## config.mk

```make
export PLATFORM = sky130hd
export DESIGN_NAME = snake_pixel_renderer
export DESIGN_NICKNAME = d
export VERILOG_FILES = /design/src/rtl/snake_pkg.sv /design/src/rtl/snake_cell_ram.sv /design/src/rtl/snake_pixel_renderer.sv
export SDC_FILE = /design/constraint.sdc
export NUM_CORES = 2
export LEC_CHECK = 0
export ABC_AREA = 1
export BUFFER_PORTS_ARGS = -buffer_cell sky130_fd_sc_hd__buf_2
export CORE_UTILIZATION = 30
export CTS_CLUSTER_DIAMETER = 60
export DETAILED_ROUTE_END_ITERATION = 10
export PLACE_DENSITY = 0.51
export SETUP_SLACK_MARGIN = 0.05
export SKIP_LAST_GASP = 1
export SYNTH_ARGS = -nofsm -noshare
export SYNTH_HDL_FRONTEND = slang
export SYNTH_SLANG_ARGS = --single-unit
```

## constraint.sdc

```tcl
create_clock -name iCLK -period 36.4 [get_ports iCLK]
set_clock_uncertainty 0.1 [all_clocks]
set_input_delay 3.64 -clock iCLK [delete_from_list [all_inputs] [get_ports iCLK]]
set_output_delay 3.64 -clock iCLK [all_outputs]
set_load 0.01 [all_outputs]
```

## src/rtl/snake_pkg.sv

```systemverilog
// snake_pkg: shared constants, types and helpers for the snake pixel renderer.
//   - grid geometry (GRID_W x GRID_H cells of 2**CELL_SHIFT pixels)
//   - cell codes written by the game logic
//   - colour constants and the code-to-colour decode
//   - cell address helper (row * 40 + column, built from shifts)
package snake_pkg;

  localparam int GRID_W     = 40;
  localparam int GRID_H     = 30;
  localparam int CELL_SHIFT = 4;
  localparam int H_ACT      = 640;
  localparam int V_ACT      = 480;
  localparam int CELLS      = GRID_W * GRID_H;
  localparam int ADDR_W     = 11;

  localparam logic [9:0] WALL_COLOR = 10'h200;
  localparam logic [9:0] COLOR_FULL = 10'h3FF;
  localparam logic [9:0] COLOR_OFF  = 10'h000;

  typedef enum logic [1:0] {
    CODE_EMPTY = 2'd0,
    CODE_BODY  = 2'd1,
    CODE_HEAD  = 2'd2,
    CODE_FOOD  = 2'd3
  } cell_code_e;

  typedef enum logic {
    ST_IDLE  = 1'b0,
    ST_CLEAR = 1'b1
  } clr_state_e;

  typedef struct packed {
    logic [9:0] r;
    logic [9:0] g;
    logic [9:0] b;
  } rgb_t;

  localparam rgb_t RGB_BLACK = '{r: COLOR_OFF, g: COLOR_OFF, b: COLOR_OFF};
  localparam rgb_t RGB_WALL  = '{r: WALL_COLOR, g: WALL_COLOR, b: WALL_COLOR};

  // Cell address = cy*40 + cx, with the multiply folded into (cy<<5)+(cy<<3).
  function automatic logic [ADDR_W-1:0] cell_addr(input logic [5:0] cx,
                                                   input logic [4:0] cy);
    return {1'b0, cy, 5'b0} + {3'b0, cy, 3'b0} + {5'b0, cx};
  endfunction

  function automatic rgb_t code_to_rgb(input logic [1:0] code);
    rgb_t c;
    c = RGB_BLACK;
    case (code)
      CODE_BODY: c.g = COLOR_FULL;
      CODE_HEAD: begin c.r = COLOR_FULL; c.g = COLOR_FULL; end
      CODE_FOOD: c.r = COLOR_FULL;
      default:   c = RGB_BLACK;
    endcase
    return c;
  endfunction

endpackage

```

## src/rtl/snake_cell_ram.sv

```systemverilog
// snake_cell_ram: simple dual-port cell map, CELLS x 2 bit.
//   iCLK    clock
//   iWe     write enable (port A)
//   iWaddr  write address
//   iWdata  write data
//   iRaddr  read address (port B)
//   oRdata  registered read data; a same-cycle write to iRaddr returns the old value
module snake_cell_ram
  import snake_pkg::*;
(
  input  logic              iCLK,
  input  logic              iWe,
  input  logic [ADDR_W-1:0] iWaddr,
  input  logic [1:0]        iWdata,
  input  logic [ADDR_W-1:0] iRaddr,
  output logic [1:0]        oRdata
);

  logic [1:0] mem [0:CELLS-1];

  // Read and write share one edge with non-blocking updates, so the read
  // always sees the contents from before this cycle's write.
  always_ff @(posedge iCLK) begin
    if (iWe) mem[iWaddr] <= iWdata;
    oRdata <= mem[iRaddr];
  end

endmodule

```

## src/rtl/snake_pixel_renderer.sv

```systemverilog
// snake_pixel_renderer: pixel source for the VGA timing controller.
//   iCLK, iRST_N          pixel clock, asynchronous active-low reset
//   iCoord_X/iCoord_Y     registered pixel coordinate from the controller
//   iWr_En/X/Y/Code       single-cycle cell write from the game logic
//   iClear                pulse starting a clear of the whole map
//   oBusy                 high while the clear engine runs (1200 cycles)
//   oFrame_Tick           one-cycle pulse when the coordinate reaches (639,479)
//   oRed/oGreen/oBlue     pixel colour, 3 cycles after the coordinate
// All strobes (iWr_En, iClear) are sampled on a single clock edge; there is
// no back-pressure: a write that arrives while oBusy is high is dropped.
module snake_pixel_renderer
  import snake_pkg::*;
(
  input  logic       iCLK,
  input  logic       iRST_N,
  input  logic [9:0] iCoord_X,
  input  logic [9:0] iCoord_Y,
  input  logic       iWr_En,
  input  logic [5:0] iWr_X,
  input  logic [4:0] iWr_Y,
  input  logic [1:0] iWr_Code,
  input  logic       iClear,
  output logic       oBusy,
  output logic       oFrame_Tick,
  output logic [9:0] oRed,
  output logic [9:0] oGreen,
  output logic [9:0] oBlue
);

  localparam logic [ADDR_W-1:0] LAST_ADDR = ADDR_W'(CELLS - 1);

  // ---------------- clear engine / write port ----------------
  clr_state_e        state_q, state_d;
  logic [ADDR_W-1:0] cnt_q, cnt_d;
  logic              ram_we;
  logic [ADDR_W-1:0] ram_waddr;
  logic [1:0]        ram_wdata;
  logic              wr_in_range;

  assign wr_in_range = (iWr_X < 6'(GRID_W)) && (iWr_Y < 5'(GRID_H));

  always_ff @(posedge iCLK or negedge iRST_N) begin
    if (!iRST_N) begin
      state_q <= ST_IDLE;
      cnt_q   <= '0;
    end else begin
      state_q <= state_d;
      cnt_q   <= cnt_d;
    end
  end

  always_comb begin
    state_d   = state_q;
    cnt_d     = cnt_q;
    ram_we    = 1'b0;
    ram_waddr = cell_addr(iWr_X, iWr_Y);
    ram_wdata = iWr_Code;
    case (state_q)
      ST_IDLE: begin
        // A clear request takes priority over a coincident game write.
        if (iClear) begin
          state_d = ST_CLEAR;
          cnt_d   = '0;
        end else if (iWr_En && wr_in_range) begin
          ram_we = 1'b1;
        end
      end
      ST_CLEAR: begin
        ram_we    = 1'b1;
        ram_waddr = cnt_q;
        ram_wdata = 2'(CODE_EMPTY);
        if (cnt_q == LAST_ADDR) state_d = ST_IDLE;
        else                    cnt_d   = cnt_q + 1'b1;
      end
      default: state_d = ST_IDLE;
    endcase
  end

  assign oBusy = (state_q == ST_CLEAR);

  // ---------------- S0: coordinate register ----------------
  logic [5:0] cx, cy;
  logic       in_range, at_end;

  assign cx       = iCoord_X[9:CELL_SHIFT];
  assign cy       = iCoord_Y[9:CELL_SHIFT];
  assign in_range = (iCoord_X < 10'(H_ACT)) && (iCoord_Y < 10'(V_ACT));
  assign at_end   = (iCoord_X == 10'(H_ACT - 1)) && (iCoord_Y == 10'(V_ACT - 1));

  logic              s0_valid, s0_wall, s0_blank, s0_end;
  logic [ADDR_W-1:0] s0_addr;

  always_ff @(posedge iCLK or negedge iRST_N) begin
    if (!iRST_N) begin
      s0_valid    <= 1'b0;
      s0_wall     <= 1'b0;
      s0_blank    <= 1'b0;
      s0_end      <= 1'b0;
      s0_addr     <= '0;
      oFrame_Tick <= 1'b0;
    end else begin
      s0_valid <= 1'b1;
      s0_wall  <= in_range && ((cx == 6'd0) || (cx == 6'(GRID_W - 1)) ||
                               (cy == 6'd0) || (cy == 6'(GRID_H - 1)));
      // Off-screen pixels and pixels rendered mid-clear show black.
      s0_blank <= !in_range || (state_q == ST_CLEAR);
      s0_end   <= at_end;
      // Keep the RAM read inside the array for off-screen coordinates.
      s0_addr  <= in_range ? cell_addr(cx, cy[4:0]) : '0;
      // Edge-detect on the registered coordinate: the controller holds the
      // last coordinate through blanking, which must not re-trigger.
      oFrame_Tick <= at_end && !(s0_valid && s0_end);
    end
  end

  // ---------------- S1: map read ----------------
  logic [1:0] rd_code;
  logic       s1_valid, s1_wall, s1_blank;

  snake_cell_ram u_ram (
    .iCLK   (iCLK),
    .iWe    (ram_we),
    .iWaddr (ram_waddr),
    .iWdata (ram_wdata),
    .iRaddr (s0_addr),
    .oRdata (rd_code)
  );

  always_ff @(posedge iCLK or negedge iRST_N) begin
    if (!iRST_N) begin
      s1_valid <= 1'b0;
      s1_wall  <= 1'b0;
      s1_blank <= 1'b0;
    end else begin
      s1_valid <= s0_valid;
      s1_wall  <= s0_wall;
      s1_blank <= s0_blank;
    end
  end

  // ---------------- S2: colour decode ----------------
  rgb_t out_q;

  always_ff @(posedge iCLK or negedge iRST_N) begin
    if (!iRST_N) begin
      out_q <= RGB_BLACK;
    end else if (!s1_valid) begin
      out_q <= RGB_BLACK;
    end else if (s1_wall) begin
      out_q <= RGB_WALL;
    end else if (s1_blank) begin
      out_q <= RGB_BLACK;
    end else begin
      out_q <= code_to_rgb(rd_code);
    end
  end

  assign oRed   = out_q.r;
  assign oGreen = out_q.g;
  assign oBlue  = out_q.b;

endmodule

```

# After elaboration in Yosys (flattened, before gate mapping)
# Memories as Yosys holds them, arrays and structs flattened. A register that Yosys moved wholly into a read port is not among the register bits.
# Cells that the tools add are included.
totals:
  input_bits: 37
  regBits: 61
  output_inout_bits: 32
  mem_bits_rw: 2400
  elab_cells: 72
  n_memories: 1
memory_table:
  columns: ["memory", "depth", "width", "rd", "rd_clocked_by_memory_dff", "wr", "line_no", "source"]
  rows:
  - ["u_ram.mem", 1200, 2, 1, 1, 1, "snake_cell_ram.sv:19", "logic [1:0] mem [0:CELLS-1];"]
classes:
  eq_ne: 10
  addsub: 5
  bitwise_logic: 1
  reduce_logical: 18
  order_cmp: 4
  muxes: 19
op_table:
  columns: ["op", "n"]
  rows:
  - ["30-bit two-way mux", 3]
  - ["11-bit two-way mux", 4]
  - ["10-bit by 8-bit adder with 11-bit output", 2]
  - ["11-bit by 6-bit adder with 11-bit output", 2]
  - ["11-bit one-hot mux with 2 select lines", 1]
  - ["10-bit two-way mux", 2]
  - ["6-bit zero test", 2]
  - ["11-bit by 1-bit adder with 11-bit output (second input constant)", 1]
  - ["11-bit == test (second input constant)", 1]
  - ["10-bit == test (second input constant)", 1]
  - ["10-bit by 9-bit == test with 1-bit output (second input constant)", 1]
  - ["10-bit less-than comparator (second input constant)", 1]
  - ["10-bit by 9-bit less-than comparator with 1-bit output (second input constant)", 1]
  - ["1-bit logical AND", 7]
  - ["6-bit by 5-bit == test with 1-bit output (second input constant)", 1]
  - ["6-bit == test (second input constant)", 1]
  - ["6-bit less-than comparator (second input constant)", 1]
  - ["1-bit two-way mux", 6]
  - ["5-bit less-than comparator (second input constant)", 1]
  - ["2-bit == test (second input constant)", 2]
  - ["1-bit logical OR", 4]
  - ["2-bit != test (second input constant)", 2]
  - ["1-bit one-hot mux with 2 select lines", 2]
  - ["2-bit OR reduction", 2]
  - ["5 further kinds", 6]

# Longest topological paths before layout
depth:
  ltp_word: 8
  mapped_depth: 17
  ltp_nobuf: 15

# Cells and area by module
# A second synthesis with hierarchy kept.
hier_totals:
  cells_unflattened: 9541
  area_unflattened_um2: 104420.1
modules_own_cells:
  columns: ["module", "seq_area_each_um2", "instances", "cells_each", "area_per_inst_um2"]
  rows:
  - ["snake_cell_ram", 72109.2, 1, 9198, 101852.7]
  - ["snake_pixel_renderer", 900.9, 1, 343, 2567.5]

# Worst setup path after synthesis
# No wires, ideal clock.
synth_timing:
  kind: "input to register"
  start: "input iWr_Code[0]"
  end: "memory u_ram.mem[0][0], data pin"
  slack_ps: -1005
  t_required_ps: 30450
  n_path_buf: 0
  cell_stages: 2
  setup_ps: 5850
  arrival_time_ps: 31456
  path_cell_list: "inv_1 > nor2_1"
synth_via:
  elab_chain_cells: 1
synth_rtl:
  columns: ["item", "line_no", "source"]
  rows:
  - ["from (decl)", "snake_pixel_renderer.sv:21", "input logic [1:0] iWr_Code,"]
  - ["2-bit two-way mux", "snake_pixel_renderer.sv:58", "case (state_q)"]
  - ["named net ram_wdata[0]", "snake_pixel_renderer.sv:37", "logic [1:0] ram_wdata;"]
  - ["to (decl)", "snake_cell_ram.sv:19", null]
# The timed path passes the listed nets, and every way through them passes these cells.

# Worst setup path after layout
layout_timing:
  start: "input iWr_X[5]"
  end: "memory u_ram.mem[950][0], enable pin"
layout_via:
  elab_chain_cells: 8
  word_cells_on_any_way: 10
  cone_classes: "1 x add/sub; 1 x order compare; 6 x mux; 2 x reduce/logical"
layout_rtl:
  columns: ["item", "line_no", "source"]
  rows:
  - ["from (decl)", "snake_pixel_renderer.sv:19", "input logic [5:0] iWr_X,"]
  - ["6-bit less-than comparator", "snake_pixel_renderer.sv:40", "assign wr_in_range = (iWr_X < 6'(GRID_W)) && (iWr_Y < 5'(GRID_H));"]
  - ["1-bit logical AND", "snake_pixel_renderer.sv:40", null]
  - ["1-bit logical AND", "snake_pixel_renderer.sv:64", "end else if (iWr_En && wr_in_range) begin"]
  - ["1-bit two-way mux", "snake_pixel_renderer.sv:64", null]
  - ["1-bit two-way mux", "snake_pixel_renderer.sv:61", "if (iClear) begin"]
  - ["1-bit one-hot mux with 2 select lines", "snake_pixel_renderer.sv:58", null]
  - ["1-bit two-way mux", "snake_cell_ram.sv:24", "if (iWe) mem[iWaddr] <= iWdata;"]
  - ["1-bit two-way mux (not written as such)", "snake_cell_ram.sv:24", null]
# Several ways; a longest one is shown, not always the timed one.

==> reports/metrics.yaml <==
min_path_cells: 0
arrival_ns: 8.26
post_cts_resized: 0
synth.area.top_cells: "edfxtp_1 (69%), nand3_1 (10%), nand2_1 (7.8%)"
antenna_found_initial: 20
synthMostInstantiatedCell: "edfxtp_1"
clkSinkCount: 2438
dr.first_iter.drc_count: 7771
start_util: 0.302
postCtsSetupBuffers: 0
place_congestion: 0.779
vias: 73169
routedWlPerCell_um: 23.8
period_minus_slack_ns: 7.78
end_kind: "register"
grt_pass1_vias: 73209
worstSetupPathType: "input port to register"
cts.reportedPaths.clkPinSlew_ns: 0.06
die_h_um: 593
hold_viol_final: 0
core_um2: 347000
slew_viol_final: 0
status: "complete, no violations"
rsz0062_at_grt: "no"
grt_pass1_wl_mm: 481
worstSkewPairLatency_ns: 0.97
die_area_um2: 351000
cp_data_required_time_ns: 36.88
postSynthAreaPerCell_um2: 11.0
ant_nets: 0
tightest_slew_ns: 1.28
reg2reg_depth: 17
max_slew_margin: 0.144
ys.flop_type: "edfxtp_1"
p_total_mw: 6.56
yosysUniqueCellTypes: 46
num-nets-final: 9220
cts_buffers: 284
fin_setup_tns_ns: 0
fp.dieW_um: 593
power_density_nw_per_um2: 56.0
finish.utilization: 0.338
grt_usage: 0.185
first_pass_iters: 6
grt_overflow: 0
hold_slack_ns: 0.257
io_pins: 69
synth_warnings: 0
start_kind: "input port"
hold_path.class: "register to register"
crit_fanout: 73
htreeDepth: 5
tritoncts: "yes"
final_layout_size_suffix_gt1_frac: 0.0690
p_leak_nw: 39.0
fmax_mhz: 129
areaGrowthSynthToFinish_pct: 11.9
synth_async_sr_flop_share: 0.0148
setup_viol: 0
row_count: 216
nFillCells: 34558
grt_max_degree: 233
synth_edf_count: 2400
cts_root_buf: "clkbuf_16"
holdBufCountCts: 0
wl_mm: 331
synth_common_cells: "edfxtp_1 (2400), nand2_1 (2173), nand3_1 (2128)"
io_buffer_count: 59
dpl.hpwl_mm: 166
syn_inst: 9522
yosys_register_bits: 2438
fin_crit_sh: 0.214
synth.largest_area_cell: "edfxtp_1"
drc: 0
syn_area_um2: 105000
ir_worst_vdd_v: 0.0000463
seq_area_frac_synth: 0.698
drv_cap: 0
synth_top_area_share: 0.689
drt-vias-per-instance: 5.25
clockBufferDepth: 4
## metrics by stage
step / std cells / instance area [um^2] / setup WS (ns)
after floorplan: 9530 / 105000 / 12.38
after global placement: 13450 / 108000 / 27.70
after detailed placement: 13450 / 108000 / 27.80
after CTS: 13924 / 117000 / 28.77
after global routing: 13927 / 117000 / 28.47
final: 13940 / 117000 / 28.62
## state kept, by name (all words and copies together) (netlist names), 2 cells and up
register and flops:
cnt_q 11, oGreen 2, oRed 2, s0_addr 11
u_ram.mem 2400, u_ram.oRdata 2
## power by group
part / internal (mW) / total [mW] / switching [mW]
registers: 3.10 / 3.12 / 0.0152
logic: 0.119 / 0.742 / 0.623
clock network: 1.60 / 2.71 / 1.11
total: 4.82 / 6.56 / 1.75
## kinds of logic (layout without fill, tap and decap cells)
| group | after synthesis | count (layout) | synth area share |
|---|---|---|---|
| adders and majority gates | 25 | 25 | 0.00328 |
| other | 2 | 26 | 0.0000718 |
| xor gates and xnor gates | 7 | 7 | 0.000586 |
| AOI/OAI and AO/OA | 327 | 327 | 0.0173 |
| buffers and inverters | 932 | 748 | 0.0396 |
| and+or+nand+nor | 5791 | 5791 | 0.241 |
| DFF | 2438 | 2438 | 0.698 |
## cell type report
cell class / count / area (um^2) / share of cell area
well taps: 4578 / 5730 / 0.0489
inverters: 72 / 313 / 0.00267
clock inverters: 116 / 1010 / 0.00866
diodes: 16 / 40.0 / 0.000342
repair buffers: 202 / 1540 / 0.0132
multi-input cells: 6160 / 27800 / 0.238
clock buffers: 358 / 7630 / 0.0652
flip-flops and latches: 2438 / 73000 / 0.624
## layout by cell type (no fill, tap or decap), types with 8 or more instances in the layout
master	count
a21oi_1	20
buf_12	14
buf_2	59
buf_4	129
bufinv_16	17
clkbuf_1	58
clkbuf_16	292
clkbuf_8	8
clkinv_1	55
clkinv_2	36
conb_1	10
dfrtp_1	30
diode_2	16
edfxtp_1	2400
ha_1	21
inv_1	55
inv_2	9
nand2_1	2157
nand2_4	27
nand3_1	2124
nor2_1	918
nor3_1	512
o21ai_0	198
o22ai_1	87
or2_1	15
## critical path, cell delays in order
cell	delay (ns)
buf_2	0.12
fa_1	0.57
inv_1	0.07
fa_1	0.47
o31ai_2	0.34
xnor2_1	0.17
nand2_1	0.09
o21ai_2	0.14
inv_2	0.13
nand3_4	0.61
buf_4	0.79
buf_4	0.69
nor3_1	0.19
## layer usage
layer / up-vias / global-route usage / wire, um
li1: 32901 / - / -
met1: 37097 / 0.250 / 143000
met2: 2707 / 0.305 / 155000
met3: 460 / 0.0327 / 24800
met4: 4 / 0.0504 / 8020
met5: - / 0 / 28
## final timing paths
check / startpoint / endpoint / slack, ns
worst max-delay path: iWr_X[5] / u_ram.mem[950][0] / 28.62
worst min-delay path: s0_wall / s1_wall / 0.26
worst max register to register: s0_addr[0] / u_ram.oRdata[0] / 28.96
worst min register to register: s0_wall / s1_wall / 0.26
max in group asynchronous: iRST_N / s0_addr[1] / 32.65
min in group asynchronous: iRST_N / oGreen[9] / 2.77
(Power assumes the default switching activity.)
